**src/rtl/mips_mc_controller_if.sv**
```systemverilog
// Control/status bundle between the multicycle MIPS controller and its datapath.
// The controller is the master: it consumes instruction fields and the ALU
// zero flag, and drives every select, enable and ALU control line.
interface mips_mc_controller_if;
  logic [5:0] op;
  logic [5:0] funct;
  logic       zero;
  logic       pcen;
  logic       iord;
  logic       memwrite;
  logic       irwrite;
  logic       regdst;
  logic       memtoreg;
  logic       regwrite;
  logic       alusrca;
  logic [1:0] alusrcb;
  logic [1:0] pcsrc;
  logic [2:0] alucontrol;
  logic [3:0] state;
  logic       instr_done;
  logic       illegal;

  modport master (
    input  op, funct, zero,
    output pcen, iord, memwrite, irwrite, regdst, memtoreg, regwrite,
           alusrca, alusrcb, pcsrc, alucontrol, state, instr_done, illegal
  );

  modport slave (
    output op, funct, zero,
    input  pcen, iord, memwrite, irwrite, regdst, memtoreg, regwrite,
           alusrca, alusrcb, pcsrc, alucontrol, state, instr_done, illegal
  );
endinterface

```
**src/rtl/mips_mc_controller.sv**
```systemverilog
// Moore FSM sequencing a shared-memory multicycle MIPS datapath
// (lw, sw, add/sub/and/or/slt, beq, bne, addi, slti, j).
module mips_mc_controller (
  input  logic                   clk,
  input  logic                   reset,
  mips_mc_controller_if.master   bus
);

  typedef enum logic [3:0] {
    S_FETCH  = 4'd0,
    S_DECODE = 4'd1,
    S_MEMADR = 4'd2,
    S_MEMRD  = 4'd3,
    S_MEMWB  = 4'd4,
    S_MEMWR  = 4'd5,
    S_RTEXEC = 4'd6,
    S_ALUWB  = 4'd7,
    S_BRANCH = 4'd8,
    S_IEXEC  = 4'd9,
    S_IWB    = 4'd10,
    S_JUMP   = 4'd11
  } state_t;

  localparam logic [5:0] OP_LW   = 6'b100011;
  localparam logic [5:0] OP_SW   = 6'b101011;
  localparam logic [5:0] OP_R    = 6'b000000;
  localparam logic [5:0] OP_BEQ  = 6'b000100;
  localparam logic [5:0] OP_BNE  = 6'b000101;
  localparam logic [5:0] OP_ADDI = 6'b001000;
  localparam logic [5:0] OP_SLTI = 6'b001010;
  localparam logic [5:0] OP_J    = 6'b000010;

  localparam logic [2:0] ALU_ADD = 3'b010;
  localparam logic [2:0] ALU_SUB = 3'b110;
  localparam logic [2:0] ALU_AND = 3'b000;
  localparam logic [2:0] ALU_OR  = 3'b001;
  localparam logic [2:0] ALU_SLT = 3'b111;

  state_t     r_state;
  state_t     w_next_state;
  state_t     w_dec_state;
  logic       w_r_ok;
  logic [2:0] w_r_alu;
  logic       w_pcen, w_iord, w_memwrite, w_irwrite, w_regdst, w_memtoreg;
  logic       w_regwrite, w_alusrca, w_instr_done, w_illegal;
  logic [1:0] w_alusrcb, w_pcsrc;
  logic [2:0] w_alucontrol;

  // State register; reset is synchronous and overrides any mid-instruction state.
  // NOTE: sequential state uses non-blocking assignments so every flop samples
  // pre-edge values regardless of block ordering.
  always_ff @(posedge clk) begin
    if (reset) r_state <= S_FETCH;
    else       r_state <= w_next_state;
  end

  // R-type funct decode: supported flag and the matching ALU operation.
  always_comb begin
    w_r_ok  = 1'b1;
    w_r_alu = ALU_ADD;
    case (bus.funct)
      6'b100000: w_r_alu = ALU_ADD;
      6'b100010: w_r_alu = ALU_SUB;
      6'b100100: w_r_alu = ALU_AND;
      6'b100101: w_r_alu = ALU_OR;
      6'b101010: w_r_alu = ALU_SLT;
      default:   w_r_ok  = 1'b0;
    endcase
  end

  // Next-state and per-state output decode; during reset outputs follow FETCH
  // with every write/enable/pulse masked so no partial write can happen.
  always_comb begin
    // NOTE: every output gets a default before the case so no path leaves a
    // signal unassigned, which would otherwise infer a latch.
    w_next_state = S_FETCH;
    w_pcen       = 1'b0;
    w_iord       = 1'b0;
    w_memwrite   = 1'b0;
    w_irwrite    = 1'b0;
    w_regdst     = 1'b0;
    w_memtoreg   = 1'b0;
    w_regwrite   = 1'b0;
    w_alusrca    = 1'b0;
    w_alusrcb    = 2'b00;
    w_pcsrc      = 2'b00;
    w_alucontrol = ALU_ADD;
    w_instr_done = 1'b0;
    w_illegal    = 1'b0;
    w_dec_state  = reset ? S_FETCH : r_state;

    case (w_dec_state)
      S_FETCH: begin
        w_alusrcb    = 2'b01;
        w_irwrite    = 1'b1;
        w_pcen       = 1'b1;
        w_next_state = S_DECODE;
      end
      S_DECODE: begin
        // Branch target PC+4+(imm<<2) is computed here and captured in ALUOut.
        w_alusrcb = 2'b11;
        case (bus.op)
          OP_LW, OP_SW:    w_next_state = S_MEMADR;
          OP_BEQ, OP_BNE:  w_next_state = S_BRANCH;
          OP_ADDI, OP_SLTI: w_next_state = S_IEXEC;
          OP_J:            w_next_state = S_JUMP;
          OP_R: begin
            if (w_r_ok) w_next_state = S_RTEXEC;
            else        w_illegal    = 1'b1;
          end
          default:         w_illegal    = 1'b1;
        endcase
      end
      S_MEMADR: begin
        w_alusrca    = 1'b1;
        w_alusrcb    = 2'b10;
        w_next_state = (bus.op == OP_SW) ? S_MEMWR : S_MEMRD;
      end
      S_MEMRD: begin
        w_iord       = 1'b1;
        w_next_state = S_MEMWB;
      end
      S_MEMWB: begin
        w_memtoreg   = 1'b1;
        w_regwrite   = 1'b1;
        w_instr_done = 1'b1;
      end
      S_MEMWR: begin
        w_iord       = 1'b1;
        w_memwrite   = 1'b1;
        w_instr_done = 1'b1;
      end
      S_RTEXEC: begin
        w_alusrca    = 1'b1;
        w_alucontrol = w_r_alu;
        w_next_state = S_ALUWB;
      end
      S_ALUWB: begin
        w_regdst     = 1'b1;
        w_regwrite   = 1'b1;
        w_instr_done = 1'b1;
      end
      S_BRANCH: begin
        w_alusrca    = 1'b1;
        w_alucontrol = ALU_SUB;
        w_pcsrc      = 2'b01;
        w_pcen       = (bus.op == OP_BNE) ? ~bus.zero : bus.zero;
        w_instr_done = 1'b1;
      end
      S_IEXEC: begin
        w_alusrca    = 1'b1;
        w_alusrcb    = 2'b10;
        w_alucontrol = (bus.op == OP_SLTI) ? ALU_SLT : ALU_ADD;
        w_next_state = S_IWB;
      end
      S_IWB: begin
        w_regwrite   = 1'b1;
        w_instr_done = 1'b1;
      end
      S_JUMP: begin
        w_pcsrc      = 2'b10;
        w_pcen       = 1'b1;
        w_instr_done = 1'b1;
      end
      default: w_next_state = S_FETCH;
    endcase

    if (reset) begin
      w_pcen    = 1'b0;
      w_irwrite = 1'b0;
    end
  end

  assign bus.pcen       = w_pcen;
  assign bus.iord       = w_iord;
  assign bus.memwrite   = w_memwrite;
  assign bus.irwrite    = w_irwrite;
  assign bus.regdst     = w_regdst;
  assign bus.memtoreg   = w_memtoreg;
  assign bus.regwrite   = w_regwrite;
  assign bus.alusrca    = w_alusrca;
  assign bus.alusrcb    = w_alusrcb;
  assign bus.pcsrc      = w_pcsrc;
  assign bus.alucontrol = w_alucontrol;
  assign bus.state      = r_state;
  assign bus.instr_done = w_instr_done;
  assign bus.illegal    = w_illegal;

endmodule

```
**src/flat_wrapper.sv**
```systemverilog
// flat-port wrapper written by rule: the top's interface ports become plain ports
module mips_mc_controller_flat 
  (clk, reset, bus_op, bus_funct, bus_zero, bus_pcen, bus_iord, bus_memwrite, bus_irwrite, bus_regdst, bus_memtoreg, bus_regwrite, bus_alusrca, bus_alusrcb, bus_pcsrc, bus_alucontrol, bus_state, bus_instr_done, bus_illegal);
  mips_mc_controller_if bus_i ();
  input  logic clk;
  input  logic reset;
  input wire logic [$bits(bus_i.op)-1:0] bus_op;
  input wire logic [$bits(bus_i.funct)-1:0] bus_funct;
  input wire logic [$bits(bus_i.zero)-1:0] bus_zero;
  output wire logic [$bits(bus_i.pcen)-1:0] bus_pcen;
  output wire logic [$bits(bus_i.iord)-1:0] bus_iord;
  output wire logic [$bits(bus_i.memwrite)-1:0] bus_memwrite;
  output wire logic [$bits(bus_i.irwrite)-1:0] bus_irwrite;
  output wire logic [$bits(bus_i.regdst)-1:0] bus_regdst;
  output wire logic [$bits(bus_i.memtoreg)-1:0] bus_memtoreg;
  output wire logic [$bits(bus_i.regwrite)-1:0] bus_regwrite;
  output wire logic [$bits(bus_i.alusrca)-1:0] bus_alusrca;
  output wire logic [$bits(bus_i.alusrcb)-1:0] bus_alusrcb;
  output wire logic [$bits(bus_i.pcsrc)-1:0] bus_pcsrc;
  output wire logic [$bits(bus_i.alucontrol)-1:0] bus_alucontrol;
  output wire logic [$bits(bus_i.state)-1:0] bus_state;
  output wire logic [$bits(bus_i.instr_done)-1:0] bus_instr_done;
  output wire logic [$bits(bus_i.illegal)-1:0] bus_illegal;
  assign bus_i.op = bus_op;
  assign bus_i.funct = bus_funct;
  assign bus_i.zero = bus_zero;
  assign bus_pcen = bus_i.pcen;
  assign bus_iord = bus_i.iord;
  assign bus_memwrite = bus_i.memwrite;
  assign bus_irwrite = bus_i.irwrite;
  assign bus_regdst = bus_i.regdst;
  assign bus_memtoreg = bus_i.memtoreg;
  assign bus_regwrite = bus_i.regwrite;
  assign bus_alusrca = bus_i.alusrca;
  assign bus_alusrcb = bus_i.alusrcb;
  assign bus_pcsrc = bus_i.pcsrc;
  assign bus_alucontrol = bus_i.alucontrol;
  assign bus_state = bus_i.state;
  assign bus_instr_done = bus_i.instr_done;
  assign bus_illegal = bus_i.illegal;
  mips_mc_controller u_core (.clk(clk), .reset(reset), .bus(bus_i));
endmodule
```
**config.mk**
```make
export PLATFORM = sky130hd
export DESIGN_NAME = mips_mc_controller_flat
export DESIGN_NICKNAME = d
export VERILOG_FILES = /design/src/rtl/mips_mc_controller_if.sv /design/src/rtl/mips_mc_controller.sv /design/src/flat_wrapper.sv
export SDC_FILE = /design/constraint.sdc
export NUM_CORES = 1
export LEC_CHECK = 0
export CAP_MARGIN = 20
export CORE_MARGIN = 8
export CORE_UTILIZATION = 40
export DETAILED_ROUTE_END_ITERATION = 10
export PLACE_DENSITY = 0.84
export REMOVE_ABC_BUFFERS = 1
export SYNTH_ARGS = -nofsm -noshare
export SYNTH_HDL_FRONTEND = slang
export SYNTH_SLANG_ARGS = --single-unit
```
**constraint.sdc**
```tcl
create_clock -name clk -period 2.4 [get_ports clk]
set_clock_uncertainty 0.15 [all_clocks]
set_input_delay 0.48 -clock clk [delete_from_list [all_inputs] [get_ports clk]]
set_output_delay 0.48 -clock clk [all_outputs]
set_load 0.1 [all_outputs]
```
==> results of run 1 <==
Yosys cell counts:
library cell	n	area share [%]
o22ai_1	1	1.0
nand2_1	12	7.2
or3b_1	2	2.8
o32a_1	1	1.6
or2_2	1	1.0
nor3_1	7	5.6
a22oi_1	1	1.2
nor4b_1	1	1.4
dfxtp_1	4	13
nand2b_1	3	3.0
o41ai_1	1	1.4
o21ai_0	3	2.4
and3_1	1	1.0
buf_6	1	1.8
a21oi_1	7	5.6
a31oi_1	3	3.0
xor2_1	2	2.8
nand4_1	2	2.0
mux2_1	1	1.8
buf_4	3	3.6
o21bai_1	1	1.2
a2111oi_2	2	4.8
inv_1	3	1.8
nor4_1	2	2.0
nor4_2	1	2.0
a32oi_1	1	1.4
and2_1	1	1.0
clkbuf_1	2	1.2
nor3b_1	2	2.4
or3_1	1	1.0
nor2_1	16	9.6
nand3_1	2	1.6
or4b_1	1	1.6
nor2b_1	4	4.0
a22o_1	1	1.4
through the flow:
stage          hold slack, ps  setup WS, ps  instance area [um2]  setup TNS [ps]  utilization [%]
4_1_cts                   508         -30.6                 1460           -39.2             98.0
2_1_floorplan             409         -2710                  584          -20780                -
3_5_place_dp              487          -337                 1360           -2110             91.0
3_3_place_gp              445          -263                 1360           -1630             91.0
logic make-up after synthesis:
group / after synthesis / share of synthesized area, %
buffers and inverters: 9 / 8.40
AO/OA/AOI/OAI: 22 / 25.0
XOR/XNOR: 2 / 2.80
multiplexers: 1 / 1.80
flip-flops: 4 / 12.8
AND/OR/NAND/NOR: 59 / 49.2
what timing repair did:
action / in CTS
hold buffers: 0
endpoints found under the hold margin: 0
resized for setup: 31
setup endpoints to repair: 12
pin swaps: 7
buffers inserted: 3
==> flow_summary.json, run 1 <==
{
  "status": "did not finish",
  "place_inst": 169,
  "stop_stage": "global routing (5_1_grt)",
  "cts_buffer_depth": 2,
  "worst-ep-kind": "output port",
  "numClockSinks": 4,
  "cts_buffers": 3,
  "yosysUniqueCellTypes": 35,
  "pin_count": 36,
  "syn_area_per_cell_um2": 6.45,
  "antenna_found_initial": 0,
  "hpwl_um": 2490,
  "cts_max_level": 1,
  "die_x_um": 55.5,
  "synth-seq-cells": 4,
  "portBuffers": 35,
  "clockRootBuffer": "clkbuf_4",
  "yosys_warnings": 0,
  "start_util_pct": 42.0,
  "finalWeightedCongestion": 0.883,
  "grt_max_degree": 15,
  "worst_endpoint": "bus_alucontrol[2]",
  "netlist_area_um2": 626,
  "ys_seq_area_share_pct": 12.8,
  "die_h_um": 55.5,
  "error_line": "[ERROR DPL-0033] detailed placement checks failed during check placement.",
  "syn_inst": 97,
  "fp-row-count": 14
}
==> inputs of run 2 (changes only) <==
Settings changed: CORE_AREA from default to 8 8 69 71, CORE_MARGIN 8 to default, CORE_UTILIZATION 40 to default, DIE_AREA from default to 0 0 77 79, PLACE_DENSITY 0.84 to default, PLACE_DENSITY_LB_ADDON from default to 0.15.
==> flow_summary.json, run 2 <==
{
  "setup_ws_ps": 77.6,
  "met2_usage_pct": 15.5,
  "ys_seq_area_share_pct": 12.8,
  "clkLatencyLatePin_ps": 220,
  "drc": 0,
  "grt_setup_unrepaired": "true",
  "arrival_ps": 1690,
  "setup_viol": 0,
  "reg2reg_depth": 4,
  "area_growth_pct": 149,
  "holdBufCountCts": 0,
  "netlist_top_cells_count": "16 x nor2_1, 12 x nand2_1, 7 x a21oi_1, 7 x nor3_1",
  "critPathKind": "in -> out",
  "viasPerCell": 4.52,
  "grt_usage_pct": 9.01,
  "start_util_pct": 16.5,
  "ant_nets": 0,
  "multiInputGateArea_um2": 573,
  "grt_pass1_vias": 974,
  "seqPwrFrac_pct": 17.7,
  "cpMaxStageDelayCell": "o32a_1",
  "cp-endpoint": "bus_illegal",
  "cpPeakStageDelay_ps": 380,
  "min_path_cells": 3,
  "drt_wl_total_um": 2660,
  "cp_cell_sequence": "clkdlybuf4s15_2 > nor4b_1 > o32a_1 > a21oi_2 > buf_12",
  "busiest_layer": "met2",
  "cp-startpoint": "bus_op[2]",
  "tightest_slew_ps": 309,
  "yosysTopAreaCellShare_pct": 12.8,
  "timing.final.crit_share_pct": 96.8,
  "use_met3_pct": 2.03,
  "max_freq_mhz": 431,
  "crit_family": "compound AO/OA/AOI/OAI gates",
  "synth_edf_count": 0,
  "rr_endpoint": "u_core.bus.state[1]",
  "synth_top_area_cell": "dfxtp_1",
  "die_h_um": 79,
  "regArea_um2": 82.6,
  "fp-row-count": 23,
  "drive_above_1_share_pct": 51.2,
  "clockRootBuffer": "clkbuf_8",
  "largest_reg_flops": 4,
  "swShare_pct": 37.6,
  "power.leakage_nw": 0.667,
  "post-synth-top-count-cell": "nor2_1",
  "critPathLaunchType": "input port",
  "pin_count": 36,
  "yosys_warnings": 0,
  "cts_buffers": 3,
  "synth_flop_cell": "dfxtp_1",
  "yosysUniqueCellTypes": 35,
  "final_cell_count_no_fill": 212,
  "crit_buf_inv": 2,
  "holdCritPathClass": "in -> reg",
  "final_common_cell": "buf_4",
  "syn_area_per_cell_um2": 6.45,
  "critPathMaxFanout": 6,
  "cts_buffer_depth": 2,
  "power.internal_mw": 0.270,
  "grt_pass1_wl_um": 4490,
  "regToRegSetupSlack_ps": 860,
  "finalWeightedCongestion": 0.840,
  "grt_max_degree": 15,
  "p_comb_share_pct": 48.9,
  "syn_inst": 97,
  "drtIter0Drc": 57,
  "ys_top_cells_by_area": "dfxtp_1 13%, nor2_1 9.6%, nand2_1 7.2%, a21oi_1 5.6%, nor3_1 5.6%",
  "portBuffers": 35,
  "core_area_mm2": 0.00380,
  "async_reset_ff_share_pct": 0,
  "numClockSinks": 4,
  "place_ws_ps": -392,
  "hpwl_um": 2130,
  "maxSlewViolCount": 0,
  "cts_tree": "built",
  "ir_drop_uv": 171,
  "relSlewSlack_pct": 79.4,
  "p_clk_share_pct": 33.5,
  "first_pass_iters": 4,
  "finalNetCount": 179,
  "critical_path_required_ps": 1770,
  "antenna_found_initial": 0,
  "die_x_um": 77,
  "fin_crit_ps": 2320,
  "crit-reg2reg-launch": "u_core.bus.state[2]",
  "place_inst": 206,
  "status": "finished, final reports clean",
  "grt-ovfl-total": 0,
  "hold_viol_final": 0,
  "num_vias": 959,
  "netlist_area_um2": 626,
  "die_area_mm2": 0.00608,
  "switching_power_mw": 0.163,
  "drv_cap": 0,
  "crit_path_end_kind": "output port",
  "synth-seq-cells": 4,
  "antenna_cells": 0,
  "cts_max_level": 1,
  "final_cell_mix": "33 x buf_4, 21 x buf_12, 14 x nor2_1",
  "met1_usage_pct": 9.75,
  "power_density_mw_per_mm2": 278,
  "avgRoutedWirePerCell_um": 12.5,
  "fillers": 400,
  "crit_cells": 5,
  "clkTransAtPathRegs_ps": 30
}
run 2: stage by stage:
stage | power (mW) | hold WS (ps) | TNS, ps | instance area [um2] | utilization (%)
floorplan | 0.169 | 409 | -20780 | 584 | -
global placement | 0.281 | 499 | -1890 | 1430 | 37.7
detailed placement | 0.282 | 493 | -2030 | 1430 | 37.7
CTS | 0.434 | 500 | -23.0 | 1570 | 41.3
global route | 0.449 | 505 | -7.28 | 1560 | 41.1
finish | 0.433 | 459 | 0 | 1560 | 41.1
run 2: how the worst min path moves through the flow:
stage,start,end,slack (ps)
final,reset,u_core.bus.state[3],460
after global routing,reset,u_core.bus.state[3],510
after CTS,u_core.bus.state[2],u_core.bus.state[3],500
after detailed placement,u_core.bus.state[2],u_core.bus.state[3],490
after global placement,u_core.bus.state[2],u_core.bus.state[3],500
after floorplan,reset,u_core.bus.state[3],410
run 2: power by group through the flow:
stage,sequential [mW],clock (mW),combinational [mW]
5_1_grt,0.0773,0.149,0.224
2_1_floorplan,0.0899,0,0.0786
3_5_place_dp,0.0768,0,0.205
6_report,0.0766,0.145,0.212
4_1_cts,0.0765,0.144,0.213
3_3_place_gp,0.0766,0,0.204
run 2: cells by family after synthesis:
kind of cell | Yosys count | synth area share (%)
compound gates | 22 | 25.0
flops | 4 | 12.8
buf+inv | 9 | 8.40
xor+xnor | 2 | 2.80
mux | 1 | 1.80
simple gates | 59 | 49.2
run 2: worst register-to-register path, cell delays in order, from the launching register on:
cell,delay [ps]
dfxtp_1,310
buf_4,180
or4b_1,520
a32oi_1,170
o22ai_1,100
run 2: cell type report:
class	instances	area share, %
inverters	3	0.722
well taps	50	4.01
repair buffers	68	50.6
clock buffers	3	2.65
multi-input cells	84	36.7
flip-flops and latches	4	5.29
run 2: per-layer routing:
metal / part of all wire, % / routed length [um] / vias up
met4: 2.7 / 72 / 0
met3: 4.4 / 118 / 6
li1: - / - / 489
met2: 48 / 1290 / 29
met5: 0 / 0 / -
met1: 44 / 1180 / 435
run 2: timing repair:
action / 4_1_cts / 5_1_grt
pin swaps: 8 / 7
resized for setup: 39 / 11
endpoints found under the hold margin: 0 / 0
buffers inserted: 3 / 1
setup endpoints to repair: 11 / 7
No activity file was read; power rests on OpenSTA's default activity.
